### config.mk
export PLATFORM = sky130hd
export DESIGN_NAME = inst_fetch
export DESIGN_NICKNAME = d
export VERILOG_FILES = /design/src/rtl/inst_fetch_pkg.sv /design/src/rtl/inst_fetch_fifo.sv /design/src/rtl/inst_fetch.sv
export SDC_FILE = /design/constraint.sdc
export NUM_CORES = 1
export LEC_CHECK = 0
export BUFFER_PORTS_ARGS = -buffer_cell sky130_fd_sc_hd__clkbuf_2
export CAP_MARGIN = 20
export CELL_PAD_IN_SITES_DETAIL_PLACEMENT = 0
export CELL_PAD_IN_SITES_GLOBAL_PLACEMENT = 2
export CORE_ASPECT_RATIO = 1.4
export CORE_UTILIZATION = 38
export DETAILED_ROUTE_END_ITERATION = 7
export PLACE_DENSITY_LB_ADDON = 0.1
export SLEW_MARGIN = 30
export SYNTH_ARGS = -nofsm -noshare
export SYNTH_HDL_FRONTEND = slang
export SYNTH_HIERARCHICAL = 1
export SYNTH_SLANG_ARGS = --single-unit
### constraint.sdc
create_clock -name clk -period 9.85 [get_ports clk]
set_input_delay 0.4925 -clock clk [delete_from_list [all_inputs] [get_ports clk]]
set_output_delay 0.4925 -clock clk [all_outputs]
set_load 0.005 [all_outputs]
### src/rtl/inst_fetch_pkg.sv
// Shared definitions for the instruction fetch slice: state encoding and
// PC stepping / alignment constants.
package inst_fetch_pkg;

    typedef enum logic [0:0] {
        RUN   = 1'b0,
        FAULT = 1'b1
    } fetch_state_t;

    localparam int unsigned PC_STEP    = 4;
    localparam int unsigned ALIGN_BITS = 2;

endpackage : inst_fetch_pkg

### src/rtl/inst_fetch_fifo.sv
// Synchronous FIFO of packed {pc, inst} fetch entries; flush beats push/pop.
// Head reads as zero while the buffer is empty.
module fetch_fifo #(
    parameter int unsigned WIDTH = 64,
    parameter int unsigned DEPTH = 2
) (
    input  logic             clk,
    input  logic             rst,
    input  logic             flush,
    input  logic             push,
    input  logic             pop,
    input  logic [WIDTH-1:0] din,
    output logic [WIDTH-1:0] dout,
    output logic             full,
    output logic             empty
);

    localparam int unsigned AW = $clog2(DEPTH);
    localparam logic [AW:0] DEPTH_C = (AW+1)'(DEPTH);

    logic [WIDTH-1:0] mem [DEPTH];
    logic [AW-1:0]    rptr;
    logic [AW-1:0]    wptr;
    logic [AW:0]      count;
    logic             push_ok;
    logic             pop_ok;

    assign full    = (count == DEPTH_C);
    assign empty   = (count == '0);
    assign push_ok = push && !full;
    assign pop_ok  = pop && !empty;
    assign dout    = empty ? '0 : mem[rptr];

    always_ff @(posedge clk) begin
        if (rst || flush) begin
            rptr  <= '0;
            wptr  <= '0;
            count <= '0;
        end else begin
            if (push_ok) begin
                mem[wptr] <= din;
                wptr      <= wptr + AW'(1);
            end
            if (pop_ok) begin
                rptr <= rptr + AW'(1);
            end
            case ({push_ok, pop_ok})
                2'b10:   count <= count + (AW+1)'(1);
                2'b01:   count <= count - (AW+1)'(1);
                default: count <= count;
            endcase
        end
    end

endmodule : fetch_fifo

### src/rtl/inst_fetch.sv
// Fetch initiator: PC register, RUN/FAULT state machine and the push/pop
// control around a small {pc, inst} buffer feeding decode.
module inst_fetch
    import inst_fetch_pkg::*;
#(
    parameter int unsigned                  PC_WIDTH_LENGTH   = 32,
    parameter int unsigned                  INST_WIDTH_LENGTH = 32,
    parameter logic [PC_WIDTH_LENGTH-1:0]   RESET_PC          = 32'h0000_0000,
    parameter int unsigned                  FIFO_DEPTH        = 2
) (
    input  logic                         clk,
    input  logic                         rst,
    output logic [PC_WIDTH_LENGTH-1:0]   imem_pc,
    input  logic [INST_WIDTH_LENGTH-1:0] imem_inst,
    input  logic                         redirect_valid,
    input  logic [PC_WIDTH_LENGTH-1:0]   redirect_pc,
    output logic                         out_valid,
    output logic [INST_WIDTH_LENGTH-1:0] out_inst,
    output logic [PC_WIDTH_LENGTH-1:0]   out_pc,
    input  logic                         out_ready,
    output logic                         fetch_fault
);

    localparam int unsigned EW = PC_WIDTH_LENGTH + INST_WIDTH_LENGTH;

    fetch_state_t                 state_q;
    fetch_state_t                 state_d;
    logic [PC_WIDTH_LENGTH-1:0]   pc_q;
    logic [PC_WIDTH_LENGTH-1:0]   pc_d;
    logic                         fetch_en;
    logic                         pop;
    logic                         full;
    logic                         empty;
    logic [EW-1:0]                dout;

    assign imem_pc     = pc_q;
    assign fetch_fault = (state_q == FAULT);
    assign out_valid   = !empty;
    assign out_pc      = dout[EW-1:INST_WIDTH_LENGTH];
    assign out_inst    = dout[INST_WIDTH_LENGTH-1:0];

    // A full buffer blocks the push even if decode pops the same cycle.
    assign fetch_en = (state_q == RUN) && !redirect_valid && !full;
    assign pop      = out_valid && out_ready && !redirect_valid;

    always_comb begin
        state_d = state_q;
        pc_d    = pc_q;
        if (redirect_valid) begin
            pc_d    = redirect_pc;
            state_d = (redirect_pc[ALIGN_BITS-1:0] == '0) ? RUN : FAULT;
        end else if (fetch_en) begin
            pc_d = pc_q + PC_WIDTH_LENGTH'(PC_STEP);
        end
    end

    always_ff @(posedge clk) begin
        if (rst) begin
            state_q <= RUN;
            pc_q    <= RESET_PC;
        end else begin
            state_q <= state_d;
            pc_q    <= pc_d;
        end
    end

    fetch_fifo #(
        .WIDTH (EW),
        .DEPTH (FIFO_DEPTH)
    ) u_fifo (
        .clk   (clk),
        .rst   (rst),
        .flush (redirect_valid),
        .push  (fetch_en),
        .pop   (pop),
        .din   ({pc_q, imem_inst}),
        .dout  (dout),
        .full  (full),
        .empty (empty)
    );

endmodule : inst_fetch
==> flow_summary.yaml <==
run_status:
  status: "complete, no violations"
worst_setup_path:
  cp_top_family: "buffers and inverters"
  cp_slowest_cell: "dfxtp_4"
  critPathKind: "reg2out"
  crit_chain: "buf_4 -> mux2i_1 -> nor2_1 -> clkbuf_2"
  critPathLaunchType: "register"
  slowest_delay_ns: 0.67
  crit_path_end_kind: "output port"
  path_max_fanout: 37
  arrival_ns: 2.27
  cp.required_ns: 9.36
  path_buf_inv: 2
sta:
  max_slew_margin_pct: 38.9
  whs_ns: 0.263
  final_hold_viol_count: 0
  maxClockFrequency_mhz: 362
  post-route-period-util_pct: 28.1
  setup_viol: 0
  fin_crit_ns: 2.76
  maxSlewViolCount: 0
  rsz0062_at_grt: "false"
  tightest_slew_ns: 0.917
  finClkSkew_ns: 0.00969
  fin_setup_tns_ns: 0
synth:
  synth_edf_count: 128
  synth.area.top_cells: "edfxtp_1, dfxtp_1, mux2i_1, nor2_1, a211oi_1"
  muxShareOfSynthArea_pct: 9.52
  yosysTopAreaCell: "edfxtp_1"
  synth-adder-area-share_pct: 0.361
  syn_nets: 612
  netlist_area_mm2: 0.00694
  async_reset_ff_share_pct: 0
  synth-xor-area-share_pct: 1.77
  ys_types: 43
  synth_warnings: 6
  syn_area_per_cell_um2: 12.8
  synthCells: 542
  seq_area_frac_synth_pct: 66.3
  synthSimpleGateAreaFrac_pct: 13.1
  synth_top_family_by_area: "simple AND/OR/NAND/NOR gates"
  ys_ff_latch: 166
  synth_compound_area_share_pct: 5.86
  synth_top_area_share_pct: 55.4
  synth_ff_type: "edfxtp_1"
layout:
  final_cells: 951
  design_area_mm2: 0.00853
  drive_gt1_share_pct: 29.1
  diodes: 0
  mostFrequentLayoutCell: "clkbuf_2"
  final_cell_mix: "clkbuf_2, edfxtp_1, nor2_1, mux2i_1, dfxtp_1"
  final_nets: 768
  area_growth_pct: 23.0
global_routing:
  grt-ovfl-total: 0
  grt_max_degree: 65
  grtUsageTotal_pct: 18.1
  grt_util_met3_pct: 4.10
  grt_pass1_vias: 4505
  grt_pass1_wl_um: 25000
  grt_antenna_before_repair: 0
  grt_busiest_layer: "met2"
  met1_usage_pct: 22.9
  use_met2_pct: 30.0
power:
  vdd_ir_drop_max_mv: 0.0914
  power_density_mw_per_mm2: 178
  p_leak_nw: 3.07
cts:
  clock_latency_ns: 0.42
  root_buffer: "clkbuf_16"
  clk_path_buf_depth: 2
  htreeDepth: 4
  clkSinkCount: 166
  clkTransAtPathRegs_ns: 0.06
  cts_tree: "done"
  cts_buffers: 17
  cts_setup_buffers: 0
  ctsResizeCount: 0
  ctsHoldBuffers: 0
routing:
  dr.pass1.iters: 5
  ant_nets: 0
  vias: 4811
  drt_first_iter_violations: 286
  wl_um: 16700
  vias_per_cell: 5.06
  drc: 0
  wl_per_cell_um: 17.5
job:
  max_cap_viol_count: 0
die:
  rows: 58
  fp.dieW_um: 116
  io_pins: 166
  die_area_mm2: 0.0188
  core_mm2: 0.0179
  dieHeight_um: 162
  start_util_pct: 38.7
placement:
  dpl.cell_count: 919
  hpwl_um: 11300
  place_congestion: 0.817
  post_dp_cell_area_mm2: 0.00797
  io_buffers: 165
hold_path:
  hp-class: "in2reg"
synth_stat cells (all sizes together), types with 8 or more instances:
master / count
edfxtp: 128
nor2: 101
mux2i: 66
dfxtp: 38
nand2: 19
buf: 18
clkbuf: 15
nand4: 15
a211oi: 14
inv: 13
nor4: 12
o21ai: 10
a311oi: 9
nor3: 8
or3: 8
xnor2: 8
kinds of logic after synthesis:
| family | count (synthesis) |
|---|---|
| xor gates and xnor gates | 14 |
| DFF | 166 |
| adders and majority gates | 2 |
| AOI/OAI and AO/OA | 56 |
| muxes | 66 |
| buffers and inverters | 47 |
| and+or+nand+nor | 191 |
area by class of cell:
cell class / instances / area (um2)
clock buffer: 18 / 429
clock inverter: 14 / 134
fill: 1695 / 9390
inverter: 14 / 52.6
multi-input combinational: 329 / 2150
sequential: 166 / 4610
tap: 240 / 300
timing repair buffer: 170 / 863
flip-flops by register name (all words and copies together) (netlist names), named ones only:
register / count
u_fifo/mem: 128
imem_pc: 32
u_fifo/count: 2
fetch_fault: 1
u_fifo/rptr: 1
u_fifo/wptr: 1
where the power goes:
group          internal, W  leakage (nW)  switching, W
Clock             0.000370         0.265      0.000260
Sequential        0.000775          1.48     0.0000256
Combinational    0.0000398          1.33     0.0000524
Total              0.00119          3.07      0.000338
routing by layer:
metal,routed length [um],share of wire [%],up-vias
li1,-,-,2331
met1,7380,44,2307
met2,8250,49,159
met3,807,4.8,14
met4,237,1.4,0
met5,0,0,-
stage by stage:
step | worst slack, ns | util (%) | total power, W
after CTS | 7.00 | 47.6 | 0.00154
after global routing | 6.91 | 47.6 | 0.00158
after detailed placement | 6.95 | 44.5 | 0.000910
after floorplan | 3.82 | - | 0.000854
final | 7.09 | 47.6 | 0.00152
after global placement | 6.99 | 44.4 | 0.000907
final timing paths:
kind	startpoint	to	slack, ns	cells past startpoint
hold / removal	imem_inst[2]	u_fifo/mem[1][2]$_DFFE_PP_	0.26	1
setup / recovery	register	out_pc[23]	7.09	4
setup reg to reg	imem_pc[2]$_SDFFE_PP0P_	imem_pc[26]$_SDFFE_PP0P_	7.13	5
hold reg to reg	u_fifo/rptr$_SDFFE_PP0P_	register	0.51	2
Note: power is estimated with default switching activity, not from simulation.
